===== config.mk =====
export PLATFORM = sky130hd
export DESIGN_NAME = score_keeper
export DESIGN_NICKNAME = d
export VERILOG_FILES = /design/src/rtl/score_keeper.sv
export SDC_FILE = /design/constraint.sdc
export NUM_CORES = 1
export LEC_CHECK = 0
export CORE_MARGIN = 5
export CORE_UTILIZATION = 49
export DETAILED_ROUTE_END_ITERATION = 10
export GPL_TIMING_DRIVEN = 0
export PLACE_DENSITY_LB_ADDON = 0.08
export SETUP_SLACK_MARGIN = 0.15
export SLEW_MARGIN = 20
export SYNTH_ARGS = -nofsm -noshare
export SYNTH_HDL_FRONTEND = slang
export SYNTH_SLANG_ARGS = --single-unit

===== constraint.sdc =====
create_clock -name clk -period 1.48 [get_ports clk]
set_input_delay 0.222 -clock clk [delete_from_list [all_inputs] [get_ports clk]]
set_output_delay 0.222 -clock clk [all_outputs]
set_load 0.01 [all_outputs]

===== src/rtl/score_keeper.sv =====
// score_keeper: match controller for the two-player tug-of-war game.
// Counts round wins per player, holds the playfield in round_restart between
// rounds, and flags game over once a player reaches WIN_SCORE.
// Optional feature: define SCORE_KEEPER_BLINK_EN to blink the winner's digit
// in DONE (adds the BLINK_PERIOD parameter and a blink counter).
module score_keeper #(
`ifdef SCORE_KEEPER_BLINK_EN
    parameter int         BLINK_PERIOD   = 25,
`endif
    parameter logic [2:0] WIN_SCORE      = 3'd7,
    parameter int         RESTART_CYCLES = 4
) (
    input  logic       clk,
    input  logic       reset,
    input  logic       l_win,
    input  logic       r_win,
    input  logic       clear,
    output logic [2:0] l_score,
    output logic [2:0] r_score,
    output logic       round_restart,
    output logic       game_over,
    output logic       winner,
    output logic       winner_blank
);

    typedef enum logic [1:0] {
        PLAY    = 2'd0,
        RESTART = 2'd1,
        DONE    = 2'd2
    } state_t;

    // The counter is loaded with one less than the hold length so that
    // round_restart stays high for exactly RESTART_CYCLES cycles.
    localparam logic [7:0] RESTART_RELOAD = 8'(RESTART_CYCLES - 1);

    state_t     state_q, state_d;
    logic [2:0] l_score_q, l_score_d;
    logic [2:0] r_score_q, r_score_d;
    logic       round_restart_q, round_restart_d;
    logic       game_over_q, game_over_d;
    logic       winner_q, winner_d;
    logic [7:0] restart_cnt_q, restart_cnt_d;
    logic [2:0] l_inc;
    logic [2:0] r_inc;

    // Next-state and registered-output logic; clear overrides everything but reset.
    always_comb begin
        state_d         = state_q;
        l_score_d       = l_score_q;
        r_score_d       = r_score_q;
        round_restart_d = round_restart_q;
        game_over_d     = game_over_q;
        winner_d        = winner_q;
        restart_cnt_d   = restart_cnt_q;
        l_inc           = 3'(l_score_q + 3'd1);
        r_inc           = 3'(r_score_q + 3'd1);

        if (clear) begin
            state_d         = RESTART;
            l_score_d       = 3'd0;
            r_score_d       = 3'd0;
            game_over_d     = 1'b0;
            winner_d        = 1'b0;
            round_restart_d = 1'b1;
            restart_cnt_d   = RESTART_RELOAD;
        end else begin
            case (state_q)
                PLAY: begin
                    if (l_win && r_win) begin
                        state_d         = RESTART;
                        round_restart_d = 1'b1;
                        restart_cnt_d   = RESTART_RELOAD;
                    end else if (l_win) begin
                        l_score_d = l_inc;
                        if (l_inc == WIN_SCORE) begin
                            state_d     = DONE;
                            game_over_d = 1'b1;
                            winner_d    = 1'b0;
                        end else begin
                            state_d         = RESTART;
                            round_restart_d = 1'b1;
                            restart_cnt_d   = RESTART_RELOAD;
                        end
                    end else if (r_win) begin
                        r_score_d = r_inc;
                        if (r_inc == WIN_SCORE) begin
                            state_d     = DONE;
                            game_over_d = 1'b1;
                            winner_d    = 1'b1;
                        end else begin
                            state_d         = RESTART;
                            round_restart_d = 1'b1;
                            restart_cnt_d   = RESTART_RELOAD;
                        end
                    end
                end
                RESTART: begin
                    if (restart_cnt_q == 8'd0) begin
                        state_d         = PLAY;
                        round_restart_d = 1'b0;
                    end else begin
                        restart_cnt_d = restart_cnt_q - 8'd1;
                    end
                end
                DONE: begin
                    state_d = DONE;
                end
                default: begin
                    state_d         = PLAY;
                    round_restart_d = 1'b0;
                end
            endcase
        end
    end

    // State and output registers with synchronous reset.
    always_ff @(posedge clk) begin
        if (reset) begin
            state_q         <= PLAY;
            l_score_q       <= 3'd0;
            r_score_q       <= 3'd0;
            round_restart_q <= 1'b0;
            game_over_q     <= 1'b0;
            winner_q        <= 1'b0;
            restart_cnt_q   <= 8'd0;
        end else begin
            state_q         <= state_d;
            l_score_q       <= l_score_d;
            r_score_q       <= r_score_d;
            round_restart_q <= round_restart_d;
            game_over_q     <= game_over_d;
            winner_q        <= winner_d;
            restart_cnt_q   <= restart_cnt_d;
        end
    end

    assign l_score       = l_score_q;
    assign r_score       = r_score_q;
    assign round_restart = round_restart_q;
    assign game_over     = game_over_q;
    assign winner        = winner_q;

`ifdef SCORE_KEEPER_BLINK_EN
    localparam logic [23:0] BLINK_LAST = 24'(BLINK_PERIOD - 1);

    logic [23:0] blink_cnt_q, blink_cnt_d;
    logic        winner_blank_q, winner_blank_d;

    // Blink timer runs only while staying in DONE; anything else clears it.
    always_comb begin
        blink_cnt_d    = 24'd0;
        winner_blank_d = 1'b0;
        if (state_q == DONE && state_d == DONE) begin
            if (blink_cnt_q == BLINK_LAST) begin
                blink_cnt_d    = 24'd0;
                winner_blank_d = ~winner_blank_q;
            end else begin
                blink_cnt_d    = blink_cnt_q + 24'd1;
                winner_blank_d = winner_blank_q;
            end
        end
    end

    // Blink registers with synchronous reset.
    always_ff @(posedge clk) begin
        if (reset) begin
            blink_cnt_q    <= 24'd0;
            winner_blank_q <= 1'b0;
        end else begin
            blink_cnt_q    <= blink_cnt_d;
            winner_blank_q <= winner_blank_d;
        end
    end

    assign winner_blank = winner_blank_q;
`else
    assign winner_blank = 1'b0;
`endif

endmodule


==> impl_metrics.ini, run 1 <==
[run_status]
status = finished, violations left
violations = negative setup slack

[synth]
syn_inst = 132
synth_fp_nets = 146
avgSynthCellArea_um2 = 9.00
yosys_warnings = 0
ys_async_sr_fraction_pct = 0
synth_edf_count = 0
yosys_register_bits = 19
ys_seq_area_share_pct = 32.0
synthFlopType = dfxtp_1
synth.distinct_cells = 46
syn_area_um2 = 1190

[global_route]
grt_overflow = 0
grt_max_degree = 11
grt_pass1_vias = 1087
grt_usage_pct = 17.8
antenna_found_initial = 0
grt_pass1_wl_um = 4820

[finish]
syn2layout_area_growth_pct = 51.2
fin_nets = 177
drive_above_1_share_pct = 46.9
mostFrequentLayoutCells = buf_4 (14), nor2_1 (14), dlygate4sd2_1 (9)
postLayoutCellArea_um2 = 1800
seq_area_um2 = 413
utilization_pct = 79.6
multi_input_area_um2 = 1000
final_cells = 190
antennaDiodeCount = 0
num-fill-cells = 151

[clock_network]
cts_tree = built
clk_latency_ps = 310
htreeDepth = 1
clkTransAtPathRegs_ps = 110
holdBufCountCts = 0
clockRootBuffer = clkbuf_4
cts_buffers = 3
clockBufferDepth = 2
cts_num_sinks = 19

[timing]
final.min_clock_period_ps = 1650
rsz0062_at_grt = yes
skew_ps = 10.3
finalMaxSlewViolations = 0
setup_ws_ps = -165
hold_slack_ps = 342
hold_viol = 0
clock.fmax_mhz = 608
timing.final.crit_share_pct = 111
finalSetupViolCount = 9

[worst_setup_path]
start_kind = register
required_ps = 1680
cp.arrival_ps = 1850
cpPeakStageDelay_ps = 390
worst_setup_path_end_kind = register
crit_buf_inv = 2
crit_fanout = 5
critical-path-top-delay-family = simple AND/OR/NAND/NOR gates
crit-reg2reg-launch = restart_cnt_q[0]
cpMaxStageDelayCell = dfxtp_4
reg2reg_to = restart_cnt_q[1]
cp_cell_sequence = inv_4 > ha_4 > and4bb_4 > buf_4 > a21o_1 > nor3b_1 > a311oi_2
worstSetupPathType = register to register
rr_worst_depth = 7
r2r_setup_slack_ps = -170

[routing]
routed-via-count = 1118
drc = 0
drtPass1Iterations = 4
initialDrtViolationCount = 16
ant_nets = 0
routed_wl_um = 3120
viasPerCell = 5.88
wire_per_inst_um = 16.4

[floorplanning]
die_w_um = 59.2
std_cell_rows = 17
pin_count = 15
coreArea_um2 = 2250
die_y_um = 59.2
start_util_pct = 52.7
die-area_um2 = 3510

[power]
pwr_density_cell_nw_per_um2 = 652
leakagePower_nw = 0.688
ir_worst_vdd_uv = 676

[min_path]
hold_start = clear
min_path_type = input port to register
min_to = state_q[0]
hold_depth = 3

[placement]
placed_area_um2 = 1450
routabilityCongestion = 0.856
pre_cts_ws_ps = -804
place_hpwl_um = 1930
place_inst = 173
numPortBuffers = 13

[job]
cap_viol_max_count = 0
[flip-flops by register name, summed over array words and instances (netlist names)]
register	count
restart_cnt_q	8
l_score	3
r_score	3
state_q	2
game_over	1
round_restart	1
winner	1
[worst max-delay path by stage]
stage / startpoint / cells after the start / slack [ps] / end
floorplan: restart_cnt_q[2] / 4 / -8 / restart_cnt_q[7]
global placement: l_win / 7 / -760 / restart_cnt_q[4]
detailed placement: l_win / 7 / -800 / restart_cnt_q[1]
CTS: restart_cnt_q[0] / 6 / -140 / restart_cnt_q[5]
global route: restart_cnt_q[1] / 7 / -230 / restart_cnt_q[1]
finish: restart_cnt_q[0] / 7 / -170 / restart_cnt_q[1]
[final cells by class]
| type | instances | share of cell area, % |
|---|---|---|
| clock buffers | 4 | 1.46 |
| inverters | 9 | 2.16 |
| plain buffers | 6 | 3.00 |
| flip-flops and latches | 19 | 23.0 |
| multi-input cells | 98 | 56.0 |
| repair buffers | 26 | 12.5 |
| well taps | 28 | 1.95 |
[where the power goes]
| part | internal (mW) | leakage, nW | switching, mW | total (mW) |
|---|---|---|---|---|
| combinational | 0.172 | 0.511 | 0.177 | 0.350 |
| clock | 0.106 | 0.0150 | 0.168 | 0.274 |
| sequential | 0.524 | 0.162 | 0.0230 | 0.547 |
| total | 0.802 | 0.688 | 0.368 | 1.17 |
[tightest hold or removal path, stage by stage]
cell            delay [ps]
dlymetal6s2s_1         200
inv_1                  120
a21oi_1                 80
[cell usage after synthesis, types with 3 or more instances]
master | n | area (µm²)
xnor2_1 | 3 | 26.3
a211oi_1 | 4 | 30.0
o21a_1 | 4 | 30.0
xor2_1 | 3 | 26.3
dfxtp_1 | 19 | 380
mux2i_1 | 4 | 40.0
nor2_1 | 15 | 56.3
a21oi_1 | 7 | 35.0
ha_1 | 9 | 113
nand2_1 | 5 | 18.8
nand3_1 | 3 | 15.0
o21ai_0 | 3 | 15.0
nor3_1 | 3 | 15.0
inv_1 | 9 | 33.8
nor3b_1 | 4 | 30.0
[logic make-up (layout without fill, tap and decap cells)]
group | count (synthesis) | count (layout) | synth area share, %
AO/OA/AOI/OAI | 32 | 32 | 20.3
XOR/XNOR | 6 | 6 | 4.43
adder cells (fa/ha/maj) | 9 | 9 | 9.48
buffers and inverters | 15 | 45 | 5.58
flip-flops | 19 | 19 | 32.0
multiplexers | 4 | 4 | 3.37
other | 1 | 1 | 0.316
AND/OR/NAND/NOR | 46 | 46 | 24.4
[metal layers]
metal / vias to the layer above / global-route usage, % / share of wire, %
met5: - / 0 / 0
met4: 0 / 7.77 / 2.8
met3: 9 / 2.61 / 3.2
met2: 34 / 30.0 / 50
met1: 538 / 22.3 / 44
li1: 537 / - / -
[what timing repair did]
action	CTS	global route
resized for setup	39	26
endpoints found under the setup margin	28	18
pin swaps	11	12
buffers inserted	9	4
[metrics by stage]
stage	setup TNS (ps)	power [mW]
global route	-1710	1.25
floorplan	-9.72	0.750
global placement	-9990	0.813
CTS	-851	1.13
finish	-974	1.17
detailed placement	-10540	0.818
Power figures use the tool's default switching activity.
==> run 2, diff against run 1 <==
Settings changed: CORE_ASPECT_RATIO set to 1.25, GPL_TIMING_DRIVEN 0 to 1.
==> run 2 against run 1 <==
The flow still finishes with violations (negative setup slack); clock-buffer cell count unchanged; non-clock buffer count up 16; global-route usage rose by 1.7 points; total power increased by 0.51%; sequential share of layout area decreased by 0.80 points; highest routed layer unchanged.
==> impl_metrics.ini, run 2 (same netlist as run 1, synthesis figures left out) <==
[run_status]
status = finished, violations left
violations = negative setup slack

[worst_setup_path]
worstSetupPathType = register to register
crit_fanout = 5
required_ps = 1660
cp.arrival_ps = 1740
start_kind = register
worst_setup_path_end_kind = register

[global_route]
grt_max_degree = 11
grt_pass1_vias = 1200
grt_usage_pct = 19.5
grt_overflow = 0
grt_pass1_wl_um = 5170
antenna_found_initial = 0

[timing]
skew_ps = 3.29
setup_ws_ps = -77.0
timing.final.crit_share_pct = 105
final.setup.tns_ps = -367
rsz0062_at_grt = yes
hold_viol = 0
final.min_clock_period_ps = 1560
hold_slack_ps = 445
clock.fmax_mhz = 642
finalSetupViolCount = 7
finalMaxSlewViolations = 0

[floorplanning]
die_w_um = 54.0
start_util_pct = 49.9
coreArea_um2 = 2380
die_y_um = 65.0
std_cell_rows = 20
die-area_um2 = 3510
pin_count = 15

[clock_network]
clk_latency_ps = 300
clockBufferDepth = 2
htreeDepth = 1
holdBufCountCts = 0
cts_buffers = 3
clkTransAtPathRegs_ps = 110
clockRootBuffer = clkbuf_4
cts_num_sinks = 19
cts_tree = built

[placement]
place_inst = 201
placed_area_um2 = 1630
numPortBuffers = 13
place_hpwl_um = 2250
routabilityCongestion = 0.870

[routing]
routed_wl_um = 2930
drc = 0
initialDrtViolationCount = 11
viasPerCell = 5.34
ant_nets = 0
drtPass1Iterations = 4
routed-via-count = 1127
wire_per_inst_um = 13.9

[finish]
fin_nets = 193
postLayoutCellArea_um2 = 1820
mostFrequentLayoutCells = buf_4 (32), nor2_1 (14), dfxtp_1 (9)
antennaDiodeCount = 0
drive_above_1_share_pct = 46.6
mostFrequentLayoutCell = buf_4
largest_reg_flops = 8
utilization_pct = 76.4
final_cells = 211
num-fill-cells = 166
regMostFlops = restart_cnt_q
syn2layout_area_growth_pct = 52.9

[min_path]
min_path_type = input port to register

[power]
leakagePower_nw = 0.734
ir_worst_vdd_uv = 405
pwr_density_cell_nw_per_um2 = 648

[job]
cap_viol_max_count = 0
==> run 2: changes by cell type in the layout (fill, tap and decap cells not counted), sizes merged <==
cell | before | now
clkdlybuf4s50 | 1 | 2
buf | 17 | 35
dlymetal6s2s | 1 | 0
dlygate4sd2 | 9 | 8
clkdlybuf4s15 | 2 | 1
==> run 2: metal layers <==
| metal | global-route usage (%) | vias to the layer above | wire length, µm |
|---|---|---|---|
| met5 | 0 | - | 0 |
| met4 | 6.85 | 0 | 37 |
| met3 | 2.53 | 2 | 52 |
| met2 | 37.0 | 12 | 1680 |
| met1 | 20.9 | 544 | 1160 |
| li1 | - | 569 | - |
==> run 2: final cells by class <==
cell class	count	area [µm²]	share of cell area [%]
clock buffer	4	26.3	1.45
inverter	9	33.8	1.86
multi-input combinational	98	927	51.1
sequential	19	403	22.2
tap	33	41.3	2.27
timing repair buffer	48	384	21.2
==> run 2: final timing paths <==
check | depth (start not counted) | end | from | slack [ps]
setup reg to reg | 6 | restart_cnt_q[5] | restart_cnt_q[0] | -80
setup / recovery | 6 | restart_cnt_q[5] | restart_cnt_q[0] | -80
hold / removal | 4 | winner | l_win | 440
hold reg to reg | 1 | game_over | game_over | 480
==> run 2: repair_timing <==
item / 4_1_cts / 5_1_grt
buffers inserted: 5 / 1
pin swaps: 13 / 12
resized for setup: 25 / 19
endpoints found under the setup margin: 28 / 19
==> run 2: worst max-delay path, cell delays in order (launching register included) <==
cell and delay [ps]:
dfxtp_2 360, inv_2 60, ha_4 160, and4bb_4 210, a211oi_4 290, and3_4 260
a311oi_2 90
==> run 2: metrics by stage <==
step	worst slack, ps	power (mW)
2_1_floorplan	-7.69	0.750
3_3_place_gp	-472	0.875
3_5_place_dp	-525	0.884
4_1_cts	-112	1.18
5_1_grt	-160	1.25
6_report	-77.0	1.18
==> run 2: where the power goes <==
part	switching, mW	internal, mW	total, mW
Sequential	0.0197	0.527	0.547
Clock	0.162	0.105	0.267
Combinational	0.169	0.193	0.362
Total	0.351	0.825	1.18
==> run 3, diff against run 2 <==
Settings changed: CORE_MARGIN 5 to 2.
==> run 3 against run 2 <==
The run still ends with negative setup slack left; clock-buffer cell count is 1 lower; critical path depth stayed put; via count is 1.9% higher; routed wire length is 7.5% higher; fmax is 0.61% higher; clock skew hardly changed; sequential cell count stayed put; design area is 1.2% lower; largest cell class unchanged; highest routed layer unchanged.
==> impl_metrics.ini, run 3 (same netlist as run 1, synthesis figures left out) <==
[floorplanning]
coreArea_um2 = 2260
die_y_um = 59.0
pin_count = 15
die_w_um = 48.0
die-area_um2 = 2840
start_util_pct = 52.6
std_cell_rows = 19

[worst_setup_path]
critical-path-top-delay-family = simple AND/OR/NAND/NOR gates
required_ps = 1660
crit_fanout = 5
cpPeakStageDelay_ps = 390
crit_buf_inv = 1
worst_setup_path_end_kind = register
cp.arrival_ps = 1730
cpMaxStageDelayCell = dfxtp_4
start_kind = register
worstSetupPathType = register to register
cp_cell_sequence = inv_4 > ha_4 > and4bb_4 > a211oi_4 > and3_4 > a311oi_2

[finish]
syn2layout_area_growth_pct = 51.0
mostFrequentLayoutCells = buf_4 (31), nor2_1 (15), dlygate4sd2_1 (10)
largest_reg_flops = 8
num-fill-cells = 147
mostFrequentLayoutCell = buf_4
final_cells = 207
drive_above_1_share_pct = 43.8
fin_nets = 191
antennaDiodeCount = 0
regMostFlops = restart_cnt_q
postLayoutCellArea_um2 = 1790

[routing]
drc = 0
drtPass1Iterations = 4
routed-via-count = 1148
routed_wl_um = 3150
viasPerCell = 5.55
initialDrtViolationCount = 12
ant_nets = 0
wire_per_inst_um = 15.2

[global_route]
grt_max_degree = 12
grt_usage_pct = 24.2
antenna_found_initial = 0
grt_pass1_vias = 1130
grt_overflow = 0
grt_pass1_wl_um = 4890

[power]
power_switching_mw = 0.360
pwr-share-comb_pct = 30.4
seqPwrFrac_pct = 46.7
internal_power_mw = 0.814
ir_worst_vdd_uv = 689
clock_power_share_pct = 22.9
leakagePower_nw = 0.740
switching_share_pct = 30.7
pwr_density_cell_nw_per_um2 = 655

[timing]
final.min_clock_period_ps = 1550
setup_ws_ps = -67.5
finalMaxSlewViolations = 0
hold_slack_ps = 397
skew_ps = 2.99
timing.final.crit_share_pct = 105
clock.fmax_mhz = 646
finalSetupViolCount = 7
hold_viol = 0
rsz0062_at_grt = yes

[clock_network]
clockRootBuffer = clkbuf_4
clkTransAtPathRegs_ps = 120
cts_num_sinks = 19
cts_tree = built
clk_latency_ps = 300
htreeDepth = 1
cts_buffers = 3
clockBufferDepth = 2

[job]
cap_viol_max_count = 0

[placement]
routabilityCongestion = 0.831
place_hpwl_um = 2290
numPortBuffers = 13
place_inst = 200
placed_area_um2 = 1650
pre_cts_ws_ps = -526

[run_status]
status = finished, violations left
violations = negative setup slack

[min_path]
min_path_type = input port to register
[run 3: cell type report]
cell class                 count  area [µm²]  share of cell area, %
inverter                       9        36.3                   2.02
tap                           31        38.8                   2.16
multi-input combinational     98         902                   50.3
clock buffer                   3        22.5                   1.26
timing repair buffer          46         382                   21.3
sequential                    19         407                   22.7
clock inverter                 1        5.00                  0.279
[run 3: worst paths after layout]
kind / from / end / slack (ps) / cells past startpoint
worst max-delay path: restart_cnt_q[0] / restart_cnt_q[5] / -70 / 6
worst min register to register: winner / winner / 490 / 2
worst min-delay path: l_win / winner / 400 / 3
worst max register to register: restart_cnt_q[0] / restart_cnt_q[5] / -70 / 6
[run 3: metal layers]
layer	GRT usage [%]	routed length [µm]	vias to the layer above	share of wire [%]
li1	-	-	563	-
met1	27.7	1260	560	40
met2	42.5	1750	17	55
met3	3.05	80	8	2.5
met4	10.8	64	0	2.0
met5	0	0	-	0
[run 3: timing repair]
action | in CTS | in global routing
gates resized for setup | 22 | 12
hold buffers | 0 | 0
pin swaps | 12 | 6
endpoints found under the setup margin | 27 | 19
setup buffers | 2 | 1
[run 3: stage by stage]
step	power, mW	TNS, ps	utilization, %
final	1.17	-353	79.4
after global routing	1.24	-1030	79.4
after global placement	0.882	-6330	73.1
after CTS	1.17	-583	76.8
after detailed placement	0.893	-6910	73.1
after floorplan	0.750	-9.72	-
[run 3: worst reg2reg max path: cells and delay by family, from the launching register on]
kind / cells / cell delay, ps
buffers and inverters: 1 / 50
AO/OA/AOI/OAI: 2 / 380
flip-flops: 1 / 390
AND/OR/NAND/NOR: 2 / 470
adder cells (fa/ha/maj): 1 / 160
[run 3: power by group through the flow]
stage	clock network, mW	registers [mW]	logic, mW
2_1_floorplan	0	0.558	0.192
3_5_place_dp	0	0.561	0.333
6_report	0.269	0.548	0.357
4_1_cts	0.274	0.549	0.342
5_1_grt	0.301	0.551	0.389
3_3_place_gp	0	0.559	0.323
